--- config.mk ---
export PLATFORM = sky130hd
export DESIGN_NAME = uart_tx_arbiter
export DESIGN_NICKNAME = d
export VERILOG_FILES = /design/src/rtl/uart_tx_arbiter.sv
export SDC_FILE = /design/constraint.sdc
export NUM_CORES = 1
export LEC_CHECK = 0
export CAP_MARGIN = 20
export CELL_PAD_IN_SITES_DETAIL_PLACEMENT = 1
export CELL_PAD_IN_SITES_GLOBAL_PLACEMENT = 2
export CORE_ASPECT_RATIO = 1.2
export CORE_MARGIN = 5
export CORE_UTILIZATION = 29
export CTS_CLUSTER_DIAMETER = 200
export DETAILED_ROUTE_END_ITERATION = 10
export MAX_ROUTING_LAYER = met4
export PLACE_DENSITY_LB_ADDON = 0.05
export SETUP_SLACK_MARGIN = 0.02
export SYNTH_ARGS = -nofsm -noshare
export SYNTH_HDL_FRONTEND = slang
export SYNTH_SLANG_ARGS = --single-unit
--- constraint.sdc ---
create_clock -name PCLK -period 4.4 [get_ports PCLK]
set_input_delay 1.1 -clock PCLK [delete_from_list [all_inputs] [get_ports PCLK]]
set_output_delay 1.1 -clock PCLK [all_outputs]
set_load 0.01 [all_outputs]
--- src/rtl/uart_tx_arbiter.sv ---
// Round-robin arbiter sharing one UART transmitter between two byte-stream requesters.
// The owner keeps the grant for a whole burst, bounded by MAX_BURST beats and an idle timeout.
module uart_tx_arbiter #(
  parameter int BITWIDTH     = 8,
  parameter int MAX_BURST    = 16,
  parameter int IDLE_TIMEOUT = 32
) (
  input  logic                PCLK,
  input  logic                PRESETN,
  input  logic                req0_valid,
  input  logic [BITWIDTH-1:0] req0_data,
  input  logic                req0_last,
  output logic                req0_ready,
  input  logic                req1_valid,
  input  logic [BITWIDTH-1:0] req1_data,
  input  logic                req1_last,
  output logic                req1_ready,
  input  logic                tx_full,
  output logic                wr_uart,
  output logic [BITWIDTH-1:0] w_data,
  output logic [1:0]          grant,
  output logic                busy
);

  localparam int BEAT_W = $clog2(MAX_BURST + 1);
  localparam int IDLE_W = $clog2(IDLE_TIMEOUT + 1);

  typedef enum logic [1:0] {
    IDLE   = 2'd0,
    GRANT0 = 2'd1,
    GRANT1 = 2'd2
  } state_t;

  state_t              state;
  logic                last_grant;
  logic [BEAT_W-1:0]   beat_cnt;
  logic [IDLE_W-1:0]   idle_cnt;

  logic                own_valid;
  logic [BITWIDTH-1:0] own_data;
  logic                own_last;
  logic                can_accept;
  logic                accept;
  logic [BEAT_W-1:0]   beat_next;
  logic                burst_done;
  logic                timed_out;

  // Ready is withheld in the cycle of a strobe so tx_full can catch up with the previous write.
  always_comb begin
    own_valid  = 1'b0;
    own_data   = '0;
    own_last   = 1'b0;
    case (state)
      GRANT0: begin
        own_valid = req0_valid;
        own_data  = req0_data;
        own_last  = req0_last;
      end
      GRANT1: begin
        own_valid = req1_valid;
        own_data  = req1_data;
        own_last  = req1_last;
      end
      default: ;
    endcase

    can_accept = PRESETN & ~tx_full & ~wr_uart;
    req0_ready = (state == GRANT0) & can_accept;
    req1_ready = (state == GRANT1) & can_accept;
    accept     = own_valid & (req0_ready | req1_ready);

    beat_next  = beat_cnt + 1'b1;
    burst_done = accept & (own_last | (beat_next == BEAT_W'(MAX_BURST)));
    timed_out  = (state != IDLE) & ~own_valid
               & (idle_cnt == IDLE_W'(IDLE_TIMEOUT - 1));
  end

  always_ff @(posedge PCLK) begin
    if (!PRESETN) begin
      state      <= IDLE;
      grant      <= 2'b00;
      busy       <= 1'b0;
      last_grant <= 1'b1;
      beat_cnt   <= '0;
      idle_cnt   <= '0;
      wr_uart    <= 1'b0;
      w_data     <= '0;
    end else begin
      wr_uart <= accept;
      if (accept) begin
        w_data <= own_data;
      end

      case (state)
        IDLE: begin
          beat_cnt <= '0;
          idle_cnt <= '0;
          // On a tie, the requester not served most recently wins.
          if (req0_valid && (!req1_valid || last_grant)) begin
            state      <= GRANT0;
            grant      <= 2'b01;
            busy       <= 1'b1;
            last_grant <= 1'b0;
          end else if (req1_valid) begin
            state      <= GRANT1;
            grant      <= 2'b10;
            busy       <= 1'b1;
            last_grant <= 1'b1;
          end
        end

        GRANT0, GRANT1: begin
          if (accept) begin
            beat_cnt <= beat_next;
            idle_cnt <= '0;
          end else if (!own_valid) begin
            idle_cnt <= idle_cnt + 1'b1;
          end
          if (burst_done || timed_out) begin
            state <= IDLE;
            grant <= 2'b00;
            busy  <= 1'b0;
          end
        end

        default: begin
          state <= IDLE;
          grant <= 2'b00;
          busy  <= 1'b0;
        end
      endcase
    end
  end

endmodule

Word level (Yosys, flattened, before mapping)
Cells that the tools add are included.
{ "op_classes": {"addsub": 2, "n_bitwise": 13, "eq_ne": 8, "mux": 17, "n_reduce_logical": 13} }
{ "ops": {"columns": ["op", "n"], "rows": [
  ["$pmux W8 S2", 1],
  ["$mux W6", 2],
  ["$pmux W6 S2", 1],
  ["$pmux W5 S2", 1],
  ["$and A1 B1 Y1", 8],
  ["$reduce_and A2 Y1", 4],
  ["$add A6 B1 Y6 const B", 1],
  ["$eq A6 B5 Y1 const B", 1],
  ["$mux W2", 3],
  ["$ne A3 B3 Y1 const B", 2],
  ["$pmux W1 S2", 3],
  ["$reduce_bool A2 Y1", 3],
  ["$add A5 B1 Y5 const B", 1],
  ["$eq A5 B5 Y1 const B", 1],
  ["$mux W5", 1],
  ["$mux W1", 4],
  ["$ne A2 B2 Y1 const B", 2],
  ["$pmux W2 S2", 1],
  ["$not A1 Y1", 3],
  ["$eq A2 B1 Y1 const B", 1],
  ["$eq A2 B2 Y1 const B", 1],
  ["$logic_not A2 Y1", 1],
  ["$logic_or A1 B1 Y1", 2],
  ["$or A1 B1 Y1", 2],
  ["other kinds (3)", 3]
]} }
{ "totals": {"regBits": 24, "elab_cells": 60, "inputBits": 23, "output_inout_bits": 14} }

Logic depth before layout (Yosys ltp)
Gate-level depths: netlist (run 1).
{ "logic_depth": {"ltp_word": 10, "ltp_mapped": 8, "ltp_nobuf": 8} }

Worst setup path before layout (run 1)
Ideal clock, no wire load.
{ "synth_timing": {"path_kind": "input to output", "start": "input tx_full", "end": "output req0_ready", "arrival_time_ps": 1597, "stages": 2, "setup_slack_ps": 1703, "path_buffers": 0, "path_cell_list": "nor3b_2 > and2_1"} }
{ "synth_between": {"elab_chain_cells": 4} }
{ "synth_rtl": {"columns": ["element", "line_no", "text"], "rows": [
  ["start, declared", "18", "input logic tx_full,"],
  ["$not A1 Y1", "67", "can_accept = PRESETN & ~tx_full & ~wr_uart;"],
  ["$and A1 B1 Y1 (2 in a row)", "67", null],
  ["$and A1 B1 Y1", "68", "req0_ready = (state == GRANT0) & can_accept;"],
  ["end, declared", "13", "output logic req0_ready,"]
]} }
No other way between the ends.

Final worst setup path (run 1)
{ "layout_timing": {"start": "input PRESETN", "end": "output req0_ready"} }
{ "layout_between": {"elab_chain_cells": 3} }
{ "layout_rtl": {"columns": ["element", "line_no", "text"], "rows": [
  ["start, declared", "9", "input logic PRESETN,"],
  ["$and A1 B1 Y1 (2 in a row)", "67", null],
  ["$and A1 B1 Y1", "68", null]
]} }
No other way between the ends.

==> flow_summary.json, run 1 <==
{
  "core_um2": 4230,
  "grtUsageMet3_pct": 3.27,
  "drc": 0,
  "worst_pin_slew_ns": 0.532,
  "gp_congestion": 0.756,
  "num_rows": 26,
  "slew_viol_final": 0,
  "diodes": 0,
  "die_w_um": 70.3,
  "r2r_start": "state[0]",
  "syn_area_um2": 1260,
  "grt_first_pass_wirelength_um": 5890,
  "cp_slowest_cell": "clkdlybuf4s50_1",
  "grt_pass1_vias": 1259,
  "post-cts-setup-buffers": 0,
  "slowest_delay_ns": 0.54,
  "cts_root_buf": "clkbuf_8",
  "min_from": "busy",
  "cts_sinks": 24,
  "synth.ff_latch_count": 24,
  "cts_buffers": 3,
  "clock_path_buffers": 2,
  "hold_buffers": 0,
  "postCtsResizedCells": 0,
  "drt_wl_total_um": 3550,
  "critPathCapture": "req0_ready",
  "vias": 1147,
  "clock.fmax_ghz": 0.267,
  "power.internal_uw": 379,
  "hold_viol_final": 0,
  "clk_pin_slew_worst_paths_ns": 0.09,
  "ys_top_cells_by_area": "dfxtp_1, a221oi_1, ha_1",
  "maxCapViolations": 0,
  "crit_type": "primary input to output pin",
  "grt_use_met1_pct": 14.4,
  "status": "complete, no violations",
  "fin_hold_ws_ns": 0.477,
  "gr-usage-all-layers_pct": 13.1,
  "fin_cells": 227,
  "final_nets": 201,
  "h-tree-depth": 1,
  "tns_ns": 0,
  "clock_latency_ns": 0.27,
  "rsz0062_at_grt": "no",
  "cts_tree": "done",
  "finalCritPeriodShare_pct": 85.2,
  "antenna_found_initial": 0,
  "dp.cells": 224,
  "synth_area_per_cell_um2": 9.23,
  "die_h_um": 82.4,
  "fin_skew_ns": 0.00867,
  "layout_commonest_cell": "clkdlybuf4s50_1",
  "use_met2_pct": 23.4,
  "seqPwrFrac_pct": 42.4,
  "synth_ff_type": "dfxtp_1",
  "path_max_fanout": 4,
  "drt-pass1-iter-count": 4,
  "cp.required_ns": 3.30,
  "mostFrequentLayoutCells": "clkdlybuf4s50_1, dfxtp_1, nor2_1",
  "drt_iter0_markers": 34,
  "gr-total-overflow": 0,
  "fill_cells": 530,
  "ir_worst_vdd_v": 0.000116,
  "r2r_cells": 8,
  "setup_ws_ns": 0.650,
  "setup_violations": 0,
  "reg2reg_to": "beat_cnt[2]",
  "layout-drive-gt1-share_pct": 7.60,
  "hpwl_um": 2610,
  "yosysTopAreaCell": "dfxtp_1",
  "wl_per_cell_um": 15.6,
  "grt_max_degree": 20,
  "pwr-share-clk_pct": 23.7,
  "start_util_pct": 29.9,
  "fin_crit_ns": 3.75,
  "timing.critical_path.from": "PRESETN",
  "async_reset_ff_share_pct": 0,
  "synthCells": 137,
  "crit_path_cell_trace": "clkdlybuf4s50_1, nor3b_2, and2_1, clkdlybuf4s50_1",
  "via_per_inst": 5.05,
  "top_usage_layer": "met2",
  "synth_edf_count": 0,
  "critPathArrivalTime_ns": 2.65,
  "ys_seq_area_share_pct": 38.0,
  "hold_depth": 2,
  "dieArea_um2": 5790,
  "regToRegSetupSlack_ns": 2.06,
  "netSwitchingPower_uw": 187,
  "p_leak_uw": 0.000617,
  "crit_path_end_kind": "output pin",
  "yosysTopAreaCellShare_pct": 38.0,
  "start_kind": "primary input",
  "combPwrFrac_pct": 34.0,
  "powerDensity_nw_per_um2": 330,
  "dp_slack_ns": 0.653,
  "io_pins": 37,
  "ant_nets": 0,
  "syn2layout_area_growth_pct": 35.4,
  "place.port_buffers": 36,
  "synth_nets": 165,
  "sw_frac_of_total_pct": 33.0,
  "worstHoldPathType": "register to register",
  "synth_cell_type_count": 45,
  "yosysWarningCount": 0,
  "timing.critical_path.mode_cell": "clkdlybuf4s50_1",
  "relSlewSlack_pct": 64.5
}
==> worst max-delay path, delay by kind of cell <==
kind | cells | cell delay [ns]
buffers and inverters | 2 | 1.01
AND/OR/NAND/NOR | 2 | 0.55
==> layout make-up <==
cell class	count	area [um2]	share of cell area (%)
Inverter	5	18.8	1.10
Tap cell	56	70.1	4.09
Timing Repair Buffer	37	368	21.5
Sequential cell	24	480	28.0
Multi-Input combinational cell	102	734	42.9
Clock buffer	3	41.3	2.41
==> metal layers <==
metal	vias up	wire [um]
met5	-	0
met4	0	43
met3	5	179
met2	29	1680
met1	541	1640
li1	572	-
==> Yosys cell counts (2+ instances only) <==
master    instances
a21oi_1           4
a221oi_1          8
a22oi_1           2
and2_1            4
and3_1            3
buf_4             2
clkbuf_1          3
dfxtp_1          24
ha_1              5
inv_1             4
nand2_1           9
nand3_1           3
nand4b_1          2
nor2_1           15
nor2b_1           2
nor3b_1           8
o21ai_0           6
o22ai_1           2
xor2_1            5
==> cells by family after synthesis <==
group | Yosys count | synth area share (%)
buffers and inverters | 11 | 3.96
AND/OR/NAND/NOR | 57 | 26.9
XOR/XNOR | 5 | 3.46
AO/OA/AOI/OAI | 35 | 22.8
flip-flops | 24 | 38.0
adder cells (fa/ha/maj) | 5 | 4.95
==> stage by stage <==
stage | utilization [%] | total power (uW) | cell area, um2
6_report | 40.5 | 566 | 1710
5_1_grt | 40.5 | 597 | 1710
4_1_cts | 40.5 | 573 | 1710
3_5_place_dp | 39.5 | 438 | 1670
3_3_place_gp | 39.5 | 435 | 1670
2_1_floorplan | - | 367 | 1260
==> sequential cells by signal (all words and copies together) (netlist names) <==
name / cells
wr_uart: 1
state: 2
idle_cnt: 6
last_grant: 1
busy: 1
beat_cnt: 5
w_data: 8
==> worst min path at each step <==
| stage | slack (ns) | endpoint |
|---|---|---|
| detailed placement | 0.46 | busy |
| global placement | 0.46 | busy |
| floorplan | 0.45 | beat_cnt[4] |
| CTS | 0.48 | busy |
| global route | 0.52 | busy |
| finish | 0.48 | busy |
==> power groups by stage <==
stage	Combinational, uW	Sequential (uW)	Clock (uW)
3_3_place_gp	191	244	0
4_1_cts	194	240	139
5_1_grt	209	241	147
6_report	192	240	134
3_5_place_dp	193	245	0
2_1_floorplan	121	246	0
Note: power is estimated with default switching activity, not from simulation.
==> inputs of run 2 (changes only) <==
--- a/config.mk
+++ b/config.mk
@@ -9,13 +9,14 @@
 export CELL_PAD_IN_SITES_DETAIL_PLACEMENT = 1
 export CELL_PAD_IN_SITES_GLOBAL_PLACEMENT = 2
 export CORE_ASPECT_RATIO = 1.2
-export CORE_MARGIN = 5
+export CORE_MARGIN = 1
 export CORE_UTILIZATION = 29
 export CTS_CLUSTER_DIAMETER = 200
 export DETAILED_ROUTE_END_ITERATION = 10
 export MAX_ROUTING_LAYER = met4
 export PLACE_DENSITY_LB_ADDON = 0.05
 export SETUP_SLACK_MARGIN = 0.02
+export SKIP_CTS_REPAIR_TIMING = 1
 export SYNTH_ARGS = -nofsm -noshare
 export SYNTH_HDL_FRONTEND = slang
 export SYNTH_SLANG_ARGS = --single-unit
==> run 2 against run 1 <==
  * Global-route usage rose by 3.0 points
  * Hold slack improved by 0.019 ns
  * Critical path depth is the same
  * Non-clock buffer count is the same
  * Sequential share of layout area hardly changed
  * Sequential cell count unchanged
  * Clock skew shrank 0.00052 ns
  * Setup slack got worse by 0.012 ns
  * Largest power group unchanged
==> flow_summary.json, run 2 (same netlist as run 1, synthesis figures left out) <==
{
  "hold_viol_final": 0,
  "setup_ws_ns": 0.639,
  "rsz0062_at_grt": "no",
  "tns_ns": 0,
  "critical_path_buf_inv_count": 2,
  "drt_iter0_markers": 33,
  "gp_congestion": 0.683,
  "reg2reg_to": "beat_cnt[2]",
  "grt_first_pass_wirelength_um": 5620,
  "whs_endpoint": "busy",
  "ant_nets": 0,
  "core_um2": 4070,
  "drc": 0,
  "antenna_found_initial": 0,
  "status": "complete, no violations",
  "fin_skew_ns": 0.00814,
  "place.port_buffers": 36,
  "largest_registers": "w_data: 8 flops, idle_cnt: 6 flops, beat_cnt: 5 flops",
  "io_pins": 37,
  "power.internal_uw": 379,
  "sw_frac_of_total_pct": 32.6,
  "timing.critical_path.mode_cell": "clkdlybuf4s50_1",
  "crit_path_cell_trace": "clkdlybuf4s50_1, nor3b_2, and2_1, clkdlybuf4s50_1",
  "drt_wl_total_um": 3340,
  "regToRegSetupSlack_ns": 2.05,
  "r2r_cells": 8,
  "critPathArrivalTime_ns": 2.66,
  "slew_viol_final": 0,
  "mostFrequentLayoutCells": "clkdlybuf4s50_1, dfxtp_1, nor2_1",
  "clock_path_buffers": 2,
  "via_per_inst": 5.16,
  "seqPwrFrac_pct": 42.8,
  "die_w_um": 62.3,
  "area.sequential_um2": 480,
  "regMostFlops": "w_data",
  "clk_pin_slew_worst_paths_ns": 0.09,
  "fill_cells": 476,
  "relSlewSlack_pct": 62.0,
  "cts_root_buf": "clkbuf_8",
  "num_rows": 25,
  "worst_pin_slew_ns": 0.570,
  "cp.required_ns": 3.30,
  "syn2layout_area_growth_pct": 35.2,
  "critPathTopFamily": "buffers and inverters",
  "path_max_fanout": 4,
  "hold_depth": 2,
  "clock_latency_ns": 0.27,
  "final_nets": 201,
  "finalCritPeriodShare_pct": 85.5,
  "r2r_start": "state[1]",
  "powerDensity_nw_per_um2": 328,
  "layout-drive-gt1-share_pct": 7.60,
  "fin_crit_ns": 3.76,
  "netSwitchingPower_uw": 183,
  "ir_worst_vdd_v": 0.0000891,
  "fin_cells": 225,
  "pwr-share-clk_pct": 23.3,
  "grt_pass1_vias": 1228,
  "h-tree-depth": 1,
  "worstHoldPathType": "register to register",
  "clock.fmax_ghz": 0.266,
  "gr-usage-all-layers_pct": 16.1,
  "start_util_pct": 31.1,
  "multiInputGateArea_um2": 734,
  "dieArea_um2": 4630,
  "setup_violations": 0,
  "cts_sinks": 24,
  "layout_commonest_cell": "clkdlybuf4s50_1",
  "combPwrFrac_pct": 33.8,
  "cts_tree": "done",
  "cts_buffers": 3,
  "maxCapViolations": 0,
  "min_from": "busy",
  "gr-total-overflow": 0,
  "die_h_um": 74.4,
  "vias": 1162,
  "grt_max_degree": 20,
  "dp.cells": 222,
  "fin_hold_ws_ns": 0.496,
  "slowest_delay_ns": 0.54,
  "largest_reg_flops": 8,
  "wl_per_cell_um": 14.8,
  "diodes": 0,
  "start_kind": "primary input",
  "crit_type": "primary input to output pin",
  "cp_slowest_cell": "clkdlybuf4s50_1",
  "hpwl_um": 2520,
  "drt-pass1-iter-count": 2,
  "dp_slack_ns": 0.653,
  "p_leak_uw": 0.000617,
  "crit_path_end_kind": "output pin"
}
==> run 2: cell counts in the layout (fill, tap and decap cells not counted) <==
No cell type changed its count.
==> run 2: cell type report <==
class / count / area share, %
clock buffer: 3 / 2.41
inverter: 5 / 1.10
multi-input combinational: 102 / 42.9
sequential: 24 / 28.1
tap: 54 / 3.95
timing repair buffer: 37 / 21.5
==> run 2: worst max path at each step <==
stage | start | endpoint | cells after the start
4_1_cts | PRESETN | req0_ready | 4
6_report | PRESETN | req1_ready | 4
5_1_grt | PRESETN | req1_ready | 4
2_1_floorplan | tx_full | req0_ready | 2
3_3_place_gp | PRESETN | req0_ready | 4
3_5_place_dp | PRESETN | req0_ready | 4
==> run 2: worst reg2reg max path, stage by stage (launching register included) <==
cell	delay [ns]
dfxtp_1	0.36
inv_1	0.10
ha_1	0.52
or2_1	0.25
nand4_4	0.25
inv_2	0.32
nand2_1	0.11
and3_1	0.18
o21a_1	0.17
==> run 2: layer usage <==
metal / GRT usage (%) / vias to the layer above / routed length [um] / part of all wire (%)
met3: 3.37 / 4 / 143 / 4.3
met5: - / - / 0 / 0
li1: - / 573 / - / -
met4: 5.68 / 0 / 38 / 1.1
met2: 29.2 / 26 / 1760 / 53
met1: 17.6 / 559 / 1390 / 42
==> run 2: power groups by stage <==
stage          clock (uW)  combinational, uW  sequential [uW]
6_report              131                190              240
3_3_place_gp            0                190              244
4_1_cts               137                192              240
2_1_floorplan           0                121              246
3_5_place_dp            0                191              245
5_1_grt               145                211              242
==> run 2: metrics by stage <==
stage               util, %  power [uW]  area [um2]
detailed placement     41.0         437        1670
floorplan                 -         367        1260
CTS                    42.1         569        1710
global route           42.1         598        1710
global placement       41.0         434        1670
finish                 42.1         561        1710
==> inputs of run 3 (changes only) <==
--- a/config.mk
+++ b/config.mk
@@ -5,10 +5,10 @@
 export SDC_FILE = /design/constraint.sdc
 export NUM_CORES = 1
 export LEC_CHECK = 0
+export ABC_AREA = 0
 export CAP_MARGIN = 20
 export CELL_PAD_IN_SITES_DETAIL_PLACEMENT = 1
 export CELL_PAD_IN_SITES_GLOBAL_PLACEMENT = 2
-export CORE_ASPECT_RATIO = 1.2
 export CORE_MARGIN = 1
 export CORE_UTILIZATION = 29
 export CTS_CLUSTER_DIAMETER = 200
==> run 3 against run 2 <==
  * First-iteration DRC count grew 27%
  * Combinational power is essentially flat
  * Design area shrank 0.29%
  * Global-route usage grew 0.38 points
  * Hold slack lost 0.026 ns
  * Cell count shrank 1.8%
  * Via count grew 0.34%
  * Critical path type unchanged
  * Critical path depth is the same
  * Clock-buffer cell count is the same
  * Sequential cell count is the same
  * Register-to-register slack is essentially flat
==> flow_summary.json, run 3 (same netlist as run 1, synthesis figures left out) <==
{
  "ant_nets": 0,
  "final_nets": 201,
  "timing.critical_path.from": "PRESETN",
  "grt_first_pass_wirelength_um": 5530,
  "start_kind": "primary input",
  "relSlewSlack_pct": 64.4,
  "setup_violations": 0,
  "clock_latency_ns": 0.27,
  "syn2layout_area_growth_pct": 34.8,
  "clock_path_buffers": 2,
  "clock.fmax_ghz": 0.268,
  "crit_type": "primary input to output pin",
  "crit_path_end_kind": "output pin",
  "drt-pass1-iter-count": 4,
  "hpwl_um": 2610,
  "layout-drive-gt1-share_pct": 7.60,
  "area.sequential_um2": 480,
  "ir_worst_vdd_v": 0.000128,
  "start_util_pct": 31.0,
  "critical_path_buf_inv_count": 2,
  "gr-usage-all-layers_pct": 16.5,
  "io_pins": 37,
  "largest_registers": "w_data: 8 flops, idle_cnt: 6 flops, beat_cnt: 5 flops",
  "reg2reg_to": "beat_cnt[2]",
  "multiInputGateArea_um2": 734,
  "min_from": "busy",
  "cts_tree": "done",
  "h-tree-depth": 1,
  "clk_pin_slew_worst_paths_ns": 0.09,
  "via_per_inst": 5.28,
  "grt_max_degree": 20,
  "cp_slowest_cell": "clkdlybuf4s50_1",
  "worst_pin_slew_ns": 0.533,
  "worstHoldPathType": "register to register",
  "grt_pass1_vias": 1212,
  "status": "complete, no violations",
  "layout_commonest_cell": "clkdlybuf4s50_1",
  "place.port_buffers": 36,
  "drt_iter0_markers": 42,
  "tns_ns": 0,
  "antenna_found_initial": 0,
  "largest_reg_flops": 8,
  "die_h_um": 68.0,
  "regToRegSetupSlack_ns": 2.04,
  "cp.required_ns": 3.30,
  "powerDensity_nw_per_um2": 331,
  "placed_area_um2": 1660,
  "dieArea_um2": 4630,
  "fin_cells": 221,
  "mostFrequentLayoutCells": "clkdlybuf4s50_1, dfxtp_1, nor2_1",
  "vias": 1166,
  "cts_root_buf": "clkbuf_8",
  "finalCritPeriodShare_pct": 84.9,
  "gp_congestion": 0.734,
  "hold_depth": 2,
  "critPathArrivalTime_ns": 2.63,
  "die_w_um": 68.0,
  "p_leak_uw": 0.000617,
  "wl_per_cell_um": 15.5,
  "r2r_cells": 8,
  "fill_cells": 473,
  "fin_crit_ns": 3.73,
  "slowest_delay_ns": 0.53,
  "crit_path_cell_trace": "clkdlybuf4s50_1, nor3b_2, and2_1, clkdlybuf4s50_1",
  "dp.cells": 218,
  "gr-total-overflow": 0,
  "r2r_start": "state[0]",
  "final_util_pct": 41.7,
  "core_um2": 4090,
  "regMostFlops": "w_data",
  "maxCapViolations": 0,
  "num_rows": 23,
  "drc": 0,
  "timing.critical_path.mode_cell": "clkdlybuf4s50_1",
  "final_area_um2": 1710,
  "fin_skew_ns": 0.00421,
  "slew_viol_final": 0,
  "cts_sinks": 24,
  "cts_buffers": 3,
  "hold_viol_final": 0,
  "diodes": 0,
  "critPathTopFamily": "buffers and inverters",
  "rsz0062_at_grt": "no",
  "whs_endpoint": "busy",
  "path_max_fanout": 4,
  "drt_wl_total_um": 3430
}
run 3: power by group:
group          total [uW]  internal (uW)  switching, uW
Clock                 133           61.3           71.3
Combinational         192           87.6            104
Sequential            240            230           10.1
run 3: layout make-up:
| cell class | count | share of cell area (%) |
|---|---|---|
| Multi-Input combinational cell | 102 | 43.1 |
| Sequential cell | 24 | 28.2 |
| Tap cell | 50 | 3.67 |
| Timing Repair Buffer | 37 | 21.6 |
| Clock buffer | 3 | 2.42 |
| Inverter | 5 | 1.10 |
run 3: how the worst max path moves through the flow:
stage	end	cells past startpoint
finish	req0_ready	4
global route	req0_ready	4
CTS	req0_ready	4
detailed placement	req0_ready	4
global placement	req0_ready	4
floorplan	req0_ready	2
run 3: stage by stage:
stage | power [uW] | worst slack (ns) | hold WS, ns
2_1_floorplan | 367 | 1.70 | 0.453
3_3_place_gp | 434 | 0.725 | 0.457
3_5_place_dp | 439 | 0.663 | 0.469
4_1_cts | 572 | 0.647 | 0.479
5_1_grt | 597 | 0.581 | 0.509
6_report | 564 | 0.666 | 0.471
run 3: routing by layer:
metal  track usage (%)  wire length [um]  vias to the layer above
met3              2.67               117                        2
li1                  -                 -                      575
met5                 -                 0                        -
met1              18.0              1550                      563
met4              4.69                17                        0
met2              30.4              1750                       26
run 3: tightest hold or removal path: stages (launching register included):
cell and delay [ns]:
dfxtp_1 0.32, nand2_1 0.05, o22ai_1 0.06
